File: src/rtl/vga_pkg.sv
// vga_pkg: pattern mode encodings, colour-bar table and 800x600@60 timing defaults
package vga_pkg;
    typedef enum logic [1:0] {
        MODE_SOLID = 2'd0,
        MODE_BARS  = 2'd1,
        MODE_CHECK = 2'd2,
        MODE_BOX   = 2'd3
    } mode_e;
    localparam int DEF_H_SYNC = 128;
    localparam int DEF_H_BP   = 88;
    localparam int DEF_H_ACT  = 800;
    localparam int DEF_H_FP   = 40;
    localparam int DEF_V_SYNC = 4;
    localparam int DEF_V_BP   = 23;
    localparam int DEF_V_ACT  = 600;
    localparam int DEF_V_FP   = 1;
    // {R,G,B} on/off per bar; bar 0 (white) sits in the low bits
    localparam logic [23:0] BAR_TABLE = {3'b000, 3'b001, 3'b100, 3'b101,
                                         3'b010, 3'b011, 3'b110, 3'b111};
    function automatic logic [2:0] bar_colour(input logic [2:0] idx);
        return BAR_TABLE[idx*3 +: 3];
    endfunction
endpackage

File: src/rtl/vga_timing_core.sv
// vga_timing_core: h/v counters with registered sync, data-enable, x/y and frame_start.
// Also exposes the unregistered pixel state so the pattern logic can register in step.
module vga_timing_core
    import vga_pkg::*;
#(
    parameter int H_SYNC = DEF_H_SYNC,
    parameter int H_BP   = DEF_H_BP,
    parameter int H_ACT  = DEF_H_ACT,
    parameter int H_FP   = DEF_H_FP,
    parameter int V_SYNC = DEF_V_SYNC,
    parameter int V_BP   = DEF_V_BP,
    parameter int V_ACT  = DEF_V_ACT,
    parameter int V_FP   = DEF_V_FP,
    parameter bit HS_POL = 1'b0,
    parameter bit VS_POL = 1'b0
) (
    input  logic                       clk,
    input  logic                       rst_n,
    input  logic                       en,
    output logic                       de_d,
    output logic [$clog2(H_ACT)-1:0]   x_d,
    output logic [$clog2(V_ACT)-1:0]   y_d,
    output logic                       first,
    output logic                       last,
    output logic                       vga_hs,
    output logic                       vga_vs,
    output logic                       vga_de,
    output logic [$clog2(H_ACT)-1:0]   vga_x,
    output logic [$clog2(V_ACT)-1:0]   vga_y,
    output logic                       frame_start
);
    localparam int XW = $clog2(H_ACT);
    localparam int YW = $clog2(V_ACT);
    localparam int H_TOT = H_SYNC + H_BP + H_ACT + H_FP;
    localparam int V_TOT = V_SYNC + V_BP + V_ACT + V_FP;
    localparam int HW = $clog2(H_TOT);
    localparam int VW = $clog2(V_TOT);
    localparam logic [HW-1:0] H_SEND  = HW'(H_SYNC);
    localparam logic [HW-1:0] H_START = HW'(H_SYNC + H_BP);
    localparam logic [HW-1:0] H_END   = HW'(H_SYNC + H_BP + H_ACT);
    localparam logic [HW-1:0] H_LAST  = HW'(H_TOT - 1);
    localparam logic [VW-1:0] V_SEND  = VW'(V_SYNC);
    localparam logic [VW-1:0] V_START = VW'(V_SYNC + V_BP);
    localparam logic [VW-1:0] V_END   = VW'(V_SYNC + V_BP + V_ACT);
    localparam logic [VW-1:0] V_LAST  = VW'(V_TOT - 1);

    logic [HW-1:0] h_cnt_q, h_cnt_d;
    logic [VW-1:0] v_cnt_q, v_cnt_d;
    logic          hs_q, hs_d, vs_q, vs_d, de_q, fs_q, fs_d, h_last, v_last;
    logic [XW-1:0] x_q;
    logic [YW-1:0] y_q;

    always_comb begin
        h_last  = h_cnt_q == H_LAST;
        v_last  = v_cnt_q == V_LAST;
        de_d    = en && h_cnt_q >= H_START && h_cnt_q < H_END && v_cnt_q >= V_START && v_cnt_q < V_END;
        x_d     = de_d ? XW'(h_cnt_q - H_START) : '0;
        y_d     = de_d ? YW'(v_cnt_q - V_START) : '0;
        first   = h_cnt_q == '0 && v_cnt_q == '0;
        last    = h_last && v_last;
        h_cnt_d = !en ? h_cnt_q : h_last ? '0 : h_cnt_q + HW'(1);
        v_cnt_d = !(en && h_last) ? v_cnt_q : v_last ? '0 : v_cnt_q + VW'(1);
        // a disabled source drives idle syncs rather than freezing them mid-pulse
        hs_d    = en && h_cnt_q < H_SEND ? HS_POL : ~HS_POL;
        vs_d    = en && v_cnt_q < V_SEND ? VS_POL : ~VS_POL;
        fs_d    = en && first;
    end

    always_ff @(posedge clk) begin
        if (!rst_n) begin
            h_cnt_q <= '0;
            v_cnt_q <= '0;
            hs_q    <= ~HS_POL;
            vs_q    <= ~VS_POL;
            de_q    <= 1'b0;
            x_q     <= '0;
            y_q     <= '0;
            fs_q    <= 1'b0;
        end else begin
            h_cnt_q <= h_cnt_d;
            v_cnt_q <= v_cnt_d;
            hs_q    <= hs_d;
            vs_q    <= vs_d;
            de_q    <= de_d;
            x_q     <= x_d;
            y_q     <= y_d;
            fs_q    <= fs_d;
        end
    end

    assign vga_hs      = hs_q;
    assign vga_vs      = vs_q;
    assign vga_de      = de_q;
    assign vga_x       = x_q;
    assign vga_y       = y_q;
    assign frame_start = fs_q;
endmodule

File: src/rtl/vga_pattern_gen.sv
// vga_pattern_gen: VGA timing plus a runtime-selectable solid / bars / checker / bouncing-box pattern.
// Mode and colour are latched at the frame origin so a frame never tears.
module vga_pattern_gen
    import vga_pkg::*;
#(
    parameter int H_SYNC    = DEF_H_SYNC,
    parameter int H_BP      = DEF_H_BP,
    parameter int H_ACT     = DEF_H_ACT,
    parameter int H_FP      = DEF_H_FP,
    parameter int V_SYNC    = DEF_V_SYNC,
    parameter int V_BP      = DEF_V_BP,
    parameter int V_ACT     = DEF_V_ACT,
    parameter int V_FP      = DEF_V_FP,
    parameter bit HS_POL    = 1'b0,
    parameter bit VS_POL    = 1'b0,
    parameter int R_W       = 3,
    parameter int G_W       = 3,
    parameter int B_W       = 2,
    parameter int CELL_LOG2 = 5,
    parameter int BOX_SIZE  = 64
) (
    input  logic                         clk,
    input  logic                         rst_n,
    input  logic                         en,
    input  logic [1:0]                   mode,
    input  logic [R_W+G_W+B_W-1:0]       solid_rgb,
    output logic                         vga_hs,
    output logic                         vga_vs,
    output logic                         vga_de,
    output logic [$clog2(H_ACT)-1:0]     vga_x,
    output logic [$clog2(V_ACT)-1:0]     vga_y,
    output logic [R_W+G_W+B_W-1:0]       vga_rgb,
    output logic                         frame_start
);
    localparam int XW    = $clog2(H_ACT);
    localparam int YW    = $clog2(V_ACT);
    localparam int CW    = R_W + G_W + B_W;
    localparam int BAR_W = H_ACT / 8;
    localparam int BW    = $clog2(BAR_W + 1);
    localparam logic [XW-1:0] BX_MAX   = XW'(H_ACT - BOX_SIZE);
    localparam logic [YW-1:0] BY_MAX   = YW'(V_ACT - BOX_SIZE);
    localparam logic [XW-1:0] BOX_X    = XW'(BOX_SIZE);
    localparam logic [YW-1:0] BOX_Y    = YW'(BOX_SIZE);
    localparam logic [BW-1:0] BAR_LAST = BW'(BAR_W - 1);

    if (H_SYNC <= 0 || H_BP <= 0 || H_ACT <= 0 || H_FP <= 0 || V_SYNC <= 0 || V_BP <= 0 ||
        V_ACT <= 0 || V_FP <= 0 || BOX_SIZE <= 0 || BOX_SIZE >= H_ACT || BOX_SIZE >= V_ACT ||
        H_ACT % 8 != 0 || CELL_LOG2 >= XW || CELL_LOG2 >= YW) begin : g_bad_params
        $error("vga_pattern_gen: invalid segment, bar, cell or box parameters");
    end

    logic          de_d, first, last, upd, in_box, chk, bar_end, dx_q, dx_d, dy_q, dy_d;
    logic [XW-1:0] x_d, bx_q, bx_d;
    logic [YW-1:0] y_d, by_q, by_d;
    logic [CW-1:0] rgb_q, rgb_d, pix_q, pix_d, bar_rgb;
    logic [2:0]    bar, bar_idx_q, bar_idx_d;
    logic [BW-1:0] bar_px_q, bar_px_d;
    mode_e         mode_q, mode_d;

    vga_timing_core #(
        .H_SYNC(H_SYNC), .H_BP(H_BP), .H_ACT(H_ACT), .H_FP(H_FP),
        .V_SYNC(V_SYNC), .V_BP(V_BP), .V_ACT(V_ACT), .V_FP(V_FP),
        .HS_POL(HS_POL), .VS_POL(VS_POL)
    ) u_timing (
        .clk(clk), .rst_n(rst_n), .en(en),
        .de_d(de_d), .x_d(x_d), .y_d(y_d), .first(first), .last(last),
        .vga_hs(vga_hs), .vga_vs(vga_vs), .vga_de(vga_de),
        .vga_x(vga_x), .vga_y(vga_y), .frame_start(frame_start)
    );

    always_comb begin
        mode_d    = en && first ? mode_e'(mode) : mode_q;
        rgb_d     = en && first ? solid_rgb : rgb_q;
        bar_end   = bar_px_q == BAR_LAST;
        bar_px_d  = !en ? bar_px_q : !de_d || bar_end ? '0 : bar_px_q + BW'(1);
        bar_idx_d = !en ? bar_idx_q : !de_d ? '0 : bar_idx_q + {2'b00, bar_end};
        // a bounce flips direction and steps back in the same update, so the box never pauses
        upd       = en && last;
        dx_d      = upd && (dx_q ? bx_q == BX_MAX : bx_q == '0) ? ~dx_q : dx_q;
        dy_d      = upd && (dy_q ? by_q == BY_MAX : by_q == '0) ? ~dy_q : dy_q;
        bx_d      = !upd ? bx_q : dx_d ? bx_q + XW'(1) : bx_q - XW'(1);
        by_d      = !upd ? by_q : dy_d ? by_q + YW'(1) : by_q - YW'(1);
        bar       = bar_colour(bar_idx_q);
        bar_rgb   = {{R_W{bar[2]}}, {G_W{bar[1]}}, {B_W{bar[0]}}};
        chk       = x_d[CELL_LOG2] ^ y_d[CELL_LOG2];
        in_box    = x_d >= bx_q && x_d - bx_q < BOX_X && y_d >= by_q && y_d - by_q < BOX_Y;
        pix_d     = !de_d ? '0
                  : mode_q == MODE_SOLID ? rgb_q
                  : mode_q == MODE_BARS ? bar_rgb
                  : (mode_q == MODE_CHECK ? chk : in_box) ? rgb_q : '0;
    end

    always_ff @(posedge clk) begin
        if (!rst_n) begin
            mode_q    <= MODE_SOLID;
            rgb_q     <= '0;
            pix_q     <= '0;
            bar_px_q  <= '0;
            bar_idx_q <= '0;
            bx_q      <= '0;
            by_q      <= '0;
            dx_q      <= 1'b1;
            dy_q      <= 1'b1;
        end else begin
            mode_q    <= mode_d;
            rgb_q     <= rgb_d;
            pix_q     <= pix_d;
            bar_px_q  <= bar_px_d;
            bar_idx_q <= bar_idx_d;
            bx_q      <= bx_d;
            by_q      <= by_d;
            dx_q      <= dx_d;
            dy_q      <= dy_d;
        end
    end

    assign vga_rgb = pix_q;
endmodule

File: config.mk
export PLATFORM = sky130hd
export DESIGN_NAME = vga_pattern_gen
export DESIGN_NICKNAME = d
export VERILOG_FILES = /design/src/rtl/vga_pkg.sv /design/src/rtl/vga_timing_core.sv /design/src/rtl/vga_pattern_gen.sv
export SDC_FILE = /design/constraint.sdc
export NUM_CORES = 1
export LEC_CHECK = 0
export ABC_AREA = 1
export BUFFER_PORTS_ARGS = -buffer_cell sky130_fd_sc_hd__clkbuf_2
export CAP_MARGIN = 10
export CORE_UTILIZATION = 35
export DETAILED_ROUTE_END_ITERATION = 10
export GPL_TIMING_DRIVEN = 0
export PLACE_DENSITY_LB_ADDON = 0.12
export RECOVER_POWER = 25
export SYNTH_ARGS = -nofsm -noshare
export SYNTH_HDL_FRONTEND = slang
export SYNTH_HIERARCHICAL = 1
export SYNTH_SLANG_ARGS = --single-unit
File: constraint.sdc
create_clock -name clk -period 3.2 [get_ports clk]
set_input_delay 0.48 -clock clk [delete_from_list [all_inputs] [get_ports clk]]
set_output_delay 0.48 -clock clk [all_outputs]
set_load 0.05 [all_outputs]
* Word level (Yosys, flattened, before mapping)
Cells that the tools add are included.
** Cells by class
- Add/subtract/negate cells :: 12
- Multipliers :: 1
- Magnitude comparators :: 10
- Eq/ne operators :: 7
- Shift-type cells :: 1
- Multiplexer cells :: 18
- Bitwise logic cells :: 3
- Reduce and logical (&&, ||, !) cells :: 24
** Operators by type and width (number)
- 10-bit two-way mux :: 5
- 10-bit by 1-bit adder with 10-bit output, second input constant :: 3
- 10-bit == test, second input constant :: 3
- 10-bit zero test :: 3
- 8-bit two-way mux :: 3
- 24-bit by 6-bit indexed part select with 3-bit output, first input constant :: 1
- 10-bit greater-or-equal comparator :: 2
- 10-bit by 7-bit less-than comparator with 1-bit output, second input constant :: 2
- 10-bit by 1-bit subtractor with 10-bit output, second input constant :: 2
- 10-bit subtractor :: 2
- 1-bit logical AND :: 16
- 11-bit by 1-bit adder with 11-bit output, second input constant :: 1
- 11-bit == test, second input constant :: 1
- 11-bit by 8-bit greater-or-equal comparator with 1-bit output, second input constant :: 1
- 11-bit zero test :: 1
- 11-bit by 10-bit less-than comparator with 1-bit output, second input constant :: 1
- 11-bit by 8-bit less-than comparator with 1-bit output, second input constant :: 1
- 11-bit two-way mux :: 1
- 10-bit by 5-bit greater-or-equal comparator with 1-bit output, second input constant :: 1
- 10-bit less-than comparator, second input constant :: 1
- 10-bit by 3-bit less-than comparator with 1-bit output, second input constant :: 1
- 10-bit by 5-bit subtractor with 10-bit output, second input constant :: 1
- 10-bit by 8-bit subtractor with 10-bit output, second input constant :: 1
- 7-bit by 1-bit adder with 7-bit output, second input constant :: 1
- 14 further kinds :: 21
** Word-level totals
- Flip-flop bits (word level) :: 95
- Input port bits :: 13
- Output and inout bits :: 32
- Word-level logic and storage cells :: 93

* Longest topological paths before layout
- Depth in word-level cells :: 15
- Mapped depth :: 27
- Depth with buffers taken out :: 26

* Hierarchy
The synthesis kept the hierarchy.
** Modules (own cells, without submodules)
- vga_pattern_gen :: instances 1, cells each 607, area each 3863.7 µm²
- vga_timing_core :: instances 1, cells each 329, area each 2264.7 µm²

* Worst setup path after synthesis
Ideal clock, no wire load.
- Path type :: register to register
- Start point :: register u_timing.h_cnt_q[0]
- End point :: register by_q[7]
- Setup time :: 115 ps
- Arrival :: 2806 ps
- Required time :: 3085 ps
- Path slack :: 278 ps
- Cell stages (with the launch flop) :: 21
- Path buffers :: 0
- Period minus slack after synthesis :: 2922 ps
- Cells stage by stage :: dfxtp_1 -> ha_1 -> nand3_1 -> nor2_1 -> nand2_1 -> nor2_1 -> nand2_1 -> inv_2 -> nand4_1 -> o31ai_1 -> nand2_1 -> inv_1 -> ha_1 -> a21oi_1 -> o21ai_0 -> a21oi_1 -> nor3_1 -> nor2_1 -> xor2_1 -> o21ai_0 -> inv_1
** On the way
- Longest elaborated chain between the ends :: 6
** Ends and longest elaborated chain
- start: declaration :: RTL line vga_timing_core.sv:47 : logic [HW-1:0] h_cnt_q, h_cnt_d;
- start signal: assignment :: RTL line vga_timing_core.sv:80 : h_cnt_q <= h_cnt_d;
- 11-bit == test :: RTL line vga_timing_core.sv:54 : h_last = h_cnt_q == H_LAST;
- 1-bit logical AND :: RTL line vga_timing_core.sv:60 : last = h_last && v_last;
- net last :: RTL line vga_pattern_gen.sv:52 : logic de_d, first, last, upd, in_box, chk, bar_end, dx_q, dx_d, dy_q, dy_d;
- 1-bit logical AND :: RTL line vga_pattern_gen.sv:78 : upd = en && last;
- 1-bit logical AND :: RTL line vga_pattern_gen.sv:80 : dy_d = upd && (dy_q ? by_q == BY_MAX : by_q == '0) ? ~dy_q : dy_q;
- 1-bit two-way mux :: RTL line vga_pattern_gen.sv:80
- net dy_d :: RTL line vga_pattern_gen.sv:52
- 10-bit two-way mux :: RTL line vga_pattern_gen.sv:82 : by_d = !upd ? by_q : dy_d ? by_q + YW'(1) : by_q - YW'(1);
- end signal: assignment :: RTL line vga_pattern_gen.sv:111 : by_q <= by_d;
- end: declaration :: RTL line vga_pattern_gen.sv:54 : logic [YW-1:0] y_d, by_q, by_d;
The timed path passes the listed nets, and every way through them passes these cells.
A chain may end at the register's enable or synchronous reset.

* Final worst setup path
- Start point :: register u_timing.h_cnt_q[0]
- End point :: register pix_q[2], in the netlist vga_rgb[2]
** On the way
- Longest elaborated chain between the ends :: 15
** Ends and longest elaborated chain
- 11-bit by 8-bit greater-or-equal comparator with 1-bit output :: RTL line vga_timing_core.sv:56 : de_d = en && h_cnt_q >= H_START && h_cnt_q < H_END && v_cnt_q >= V_START && v_cnt_q < V_END;
- 1-bit logical AND :: RTL line vga_timing_core.sv:56
- 1-bit logical AND (*) (3 in a row) :: RTL line vga_timing_core.sv:56
- net de_d :: RTL line vga_pattern_gen.sv:52
- 10-bit two-way mux (*) :: RTL line vga_timing_core.sv:57 : x_d = de_d ? XW'(h_cnt_q - H_START) : '0;
- net x_d[5] :: RTL line vga_pattern_gen.sv:53 : logic [XW-1:0] x_d, bx_q, bx_d;
- 10-bit subtractor :: RTL line vga_pattern_gen.sv:86 : in_box = x_d >= bx_q && x_d - bx_q < BOX_X && y_d >= by_q && y_d - by_q < BOX_Y;
- 10-bit by 7-bit less-than comparator with 1-bit output :: RTL line vga_pattern_gen.sv:86
- 1-bit logical AND (3 in a row) :: RTL line vga_pattern_gen.sv:86
- 1-bit two-way mux (*) :: RTL line vga_pattern_gen.sv:90 : : (mode_q == MODE_CHECK ? chk : in_box) ? rgb_q : '0;
- 8-bit two-way mux (*) :: RTL line vga_pattern_gen.sv:90
- 8-bit two-way mux (*) :: RTL line vga_pattern_gen.sv:89 : : mode_q == MODE_BARS ? bar_rgb
- 8-bit two-way mux (*) :: RTL line vga_pattern_gen.sv:88 : : mode_q == MODE_SOLID ? rgb_q
- end signal: assignment :: RTL line vga_pattern_gen.sv:107 : pix_q <= pix_d;
- end: declaration :: RTL line vga_pattern_gen.sv:55 : logic [CW-1:0] rgb_q, rgb_d, pix_q, pix_d, bar_rgb;
Mark *: on every way through the listed nets, which the timed path passes. The rest lies on a longest branch.

==> results.md <==
- Mapped Cells: 936
- R2R depth: 25
- Post-synthesis sequential area ratio: 0.310
- Final Max Tran Viols: 0
- Port buffer count: 44
- Avg Cell Area, Syn: 6.55 sq um
- Initial antenna violation count: 0
- First-pass DRT Iterations: 4
- NumNets Final: 1091
- CTS tree: built
- CP Launch Point: u_timing/h_cnt_q[0]$_SDFFE_PN0P_
- Total power: 2.56 mW
- Max Freq: 326 MHz
- R2r endpoint: vga_rgb[2]$_SDFF_PN0_
- CP delay by family, top: simple AND/OR/NAND/NOR gates
- Number of vias per cell: 4.71
- Final worst path period need: 3.06 ns
- GRT overflow: 0
- Pleak: 3.81 nW
- Pwr/cell area: 322 mW/mm^2
- Number of flops mapped to enable cells by yosys: 0
- HPWL after detailed placement: 12300 microns
- Leading area contributor after synthesis: dfxtp_1
- Worst skew pair latency: 0.36 ns
- Post-CTS Hold Fix Bufs: 0
- Worst Max-Slew Pin Slew: 0.563 ns
- Period utilization: 0.957
- Synth top cells by count: nand2_1, inv_1, nor2_1, dfxtp_1, a21oi_1
- Core Area: 0.0172 sq mm
- Max-cap violations: 0
- Top post-synthesis cells by area: dfxtp_1, nand2_1, inv_1, ha_1, nor2_1
- Library cells used by synthesis: 35
- Largest net degree at the start of global routing: 17
- GR Util All Layers: 0.184
- Slowest CP cell: dfxtp_4
- CTS sink count: 95
- WP data arrival: 3.35 ns
- Share of layout cells above drive strength 1: 0.246
- Layout filler cell count: 1816
- Endpoints failing hold: 0
- Vert. Die Dim: 134 microns
- Placed Area: 0.00663 sq mm
- Worst path max stage delay: 0.37 ns
- Top-area cell type share of the netlist area: 0.310
- Number of cell rows: 48
- DRT antenna net count: 0
- Ports: 45
- RSZ-0062 raised after global routing: yes
- Worst R2R Setup Slack: 0.14 ns
- Final GP Congestion: 0.822
- RR Startpoint: u_timing/h_cnt_q[0]$_SDFFE_PN0P_
- Max-slew headroom: 0.625
- Final WL: 16600 microns
- Die Footprint: 0.0180 sq mm
- Crit end category: flip-flop
- Worst VDD drop: 0.308 mV
- Outcome: finished, final reports clean
- Seq cells post-synth: 95
- First-pass GRT wire length: 26100 microns
- Post-route cell area: 0.00794 sq mm
- DRC: 0
- Hold WC Path Type: input port to flip-flop
- Ys Warns: 6
- Iter 0 DRT Violations: 213
- Req. time, crit path: 3.49 ns
- Crit Path Class: flip-flop to flip-flop
- WL per Instance: 13.2 microns
- Vias in the first global route: 5357
- Clock transition at path regs: 0.07 ns
- Initial Utilization: 0.357
- Worst-path fanout max: 8
- Crit start category: flip-flop
- Synth Flop Type: dfxtp_1
- Crit path capture: vga_rgb[2]$_SDFF_PN0_
- Ant. Diodes: 0
- Die width: 134 microns
- Sum of buffers and inverters on the critical path: 5
- WP depth: 25
- Cts bufs inserted: 9
- Clock skew: 0.0116 ns
- Clock tree buffer depth: 2
- # setup viols final: 0
- Net Count, Synth: 995
- H-tree depth: 3
- Cell with the most instances after synthesis: nand2_1
- Synth Cell Area: 0.00613 sq mm
- CP dominant cell by count: nand2_1
- Area Growth Syn to Fin: 29.6%
- Ys async rst share: 0
- Total number of vias: 5943
- Clock root buffer: clkbuf_16
==> sequential cells by signal, indices dropped and copies added (netlist names), 2 cells and up <==
signal	count
u_timing/h_cnt_q	11
by_q	10
vga_rgb	8
rgb_q	8
u_timing/vga_y	10
mode_q	2
u_timing/v_cnt_q	10
bx_q	10
bar_idx_q	3
u_timing/vga_x	10
bar_px_q	7
==> final cells by class <==
cell class                 instances  area, sq um  area share
multi-input combinational        653         4050       0.510
sequential                        95         1940       0.244
inverter                         169          657      0.0827
timing repair buffer              84          546      0.0687
tap                              225          282      0.0354
clock buffer                      10          239      0.0301
buffer                            19          129      0.0162
clock inverter                     6         91.3      0.0115
timing repair inverter             1         7.51    0.000945
==> worst register-to-register path: stages (launching register included) <==
cell and delay, ns:
dfxtp_4 0.37, inv_6 0.07, ha_4 0.12, inv_1 0.04, nor2_2 0.12, nand3_1 0.10, nand3_2 0.08, nand2_2 0.07
nor2_4 0.14, inv_4 0.07, clkbuf_16 0.16, nor2_4 0.16, ha_4 0.24, nand2_4 0.08, inv_1 0.04, a21oi_1 0.10
nand2_1 0.08, nand2_1 0.08, nand2_1 0.07, nor2_2 0.14, nand2_1 0.07, nor2_1 0.13, nand3_2 0.12, nand2_4 0.17
nand2_1 0.07, a21oi_1 0.13
==> worst min-delay path by stage <==
stage / end / slack (ns) / startpoint / depth (start not counted)
after floorplan: rgb_q[0]$_SDFFE_PN0P_ / 0.44 / rgb_q[0]$_SDFFE_PN0P_ / 2
after global placement: rgb_q[6]$_SDFFE_PN0P_ / 0.45 / rgb_q[6]$_SDFFE_PN0P_ / 2
after detailed placement: rgb_q[1]$_SDFFE_PN0P_ / 0.46 / rgb_q[1]$_SDFFE_PN0P_ / 2
after CTS: rgb_q[4]$_SDFFE_PN0P_ / 0.39 / solid_rgb[4] / 3
after global routing: rgb_q[7]$_SDFFE_PN0P_ / 0.40 / solid_rgb[7] / 3
final: rgb_q[4]$_SDFFE_PN0P_ / 0.39 / solid_rgb[4] / 3
==> layout by cell type (no fill, tap or decap), types with 3 or more instances in the layout <==
master | netlist | layout
a21oi_1 | 76 | 61
inv_2 | 5 | 8
buf_6 | 6 | 8
inv_6 | 0 | 3
inv_1 | 164 | 155
buf_4 | 1 | 37
nor3_1 | 17 | 11
dfxtp_1 | 95 | 79
a21oi_2 | 2 | 16
nand2_1 | 194 | 173
o21ai_0 | 58 | 48
clkbuf_2 | 0 | 44
clkbuf_16 | 0 | 10
ha_1 | 44 | 24
dfxtp_4 | 0 | 8
nand2_2 | 2 | 19
nand3_1 | 48 | 44
ha_4 | 0 | 18
o21bai_1 | 5 | 4
o21ai_1 | 2 | 8
nor2_2 | 13 | 26
nand3_2 | 0 | 3
nand2_4 | 1 | 5
clkbuf_1 | 11 | 11
dfxtp_2 | 0 | 8
nand4_1 | 21 | 21
nor2_4 | 1 | 9
nor2_1 | 119 | 98
xor2_1 | 30 | 30
clkinv_4 | 0 | 3
inv_4 | 0 | 3
nor3_2 | 0 | 5
o21ai_2 | 0 | 3
==> power breakdown <==
group / switching, mW / leakage, nW / internal [mW]
combinational: 0.103 / 2.87 / 0.0460
sequential: 0.0110 / 0.779 / 1.19
clock: 0.495 / 0.163 / 0.711
total: 0.609 / 3.81 / 1.95
==> per-stage QoR <==
stage | setup TNS, ns | util | hold WS, ns | instances | worst slack [ns]
floorplan | 0 | - | 0.439 | 936 | 0.278
global placement | -7.32 | 0.386 | 0.454 | 1205 | -0.474
detailed placement | -7.26 | 0.386 | 0.458 | 1205 | -0.470
CTS | 0 | 0.416 | 0.389 | 1233 | 0.000232
global route | -0.669 | 0.462 | 0.396 | 1262 | -0.0860
finish | 0 | 0.462 | 0.392 | 1262 | 0.136
==> metal layers <==
metal | wire, microns | vias to the layer above | global-route usage
met5 | 0 | - | 0
met3 | 415 | 13 | 0.0219
met2 | 7800 | 71 | 0.303
li1 | - | 3171 | -
met4 | 234 | 0 | 0.0712
met1 | 8160 | 2688 | 0.245
==> repair_timing <==
action	in CTS	in global routing
gates resized for setup	36	143
buffers inserted	11	28
setup endpoints to repair	21	22
pin swaps	11	57
cloned	1	1
==> kinds of logic after synthesis <==
kind of cell | Yosys count | synth area share
and+or+nand+nor | 423 | 0.293
adders and majority gates | 46 | 0.0964
DFF | 95 | 0.310
buffers and inverters | 188 | 0.123
xor gates and xnor gates | 32 | 0.0457
AOI/OAI and AO/OA | 152 | 0.131
Power figures use the tool's default switching activity.
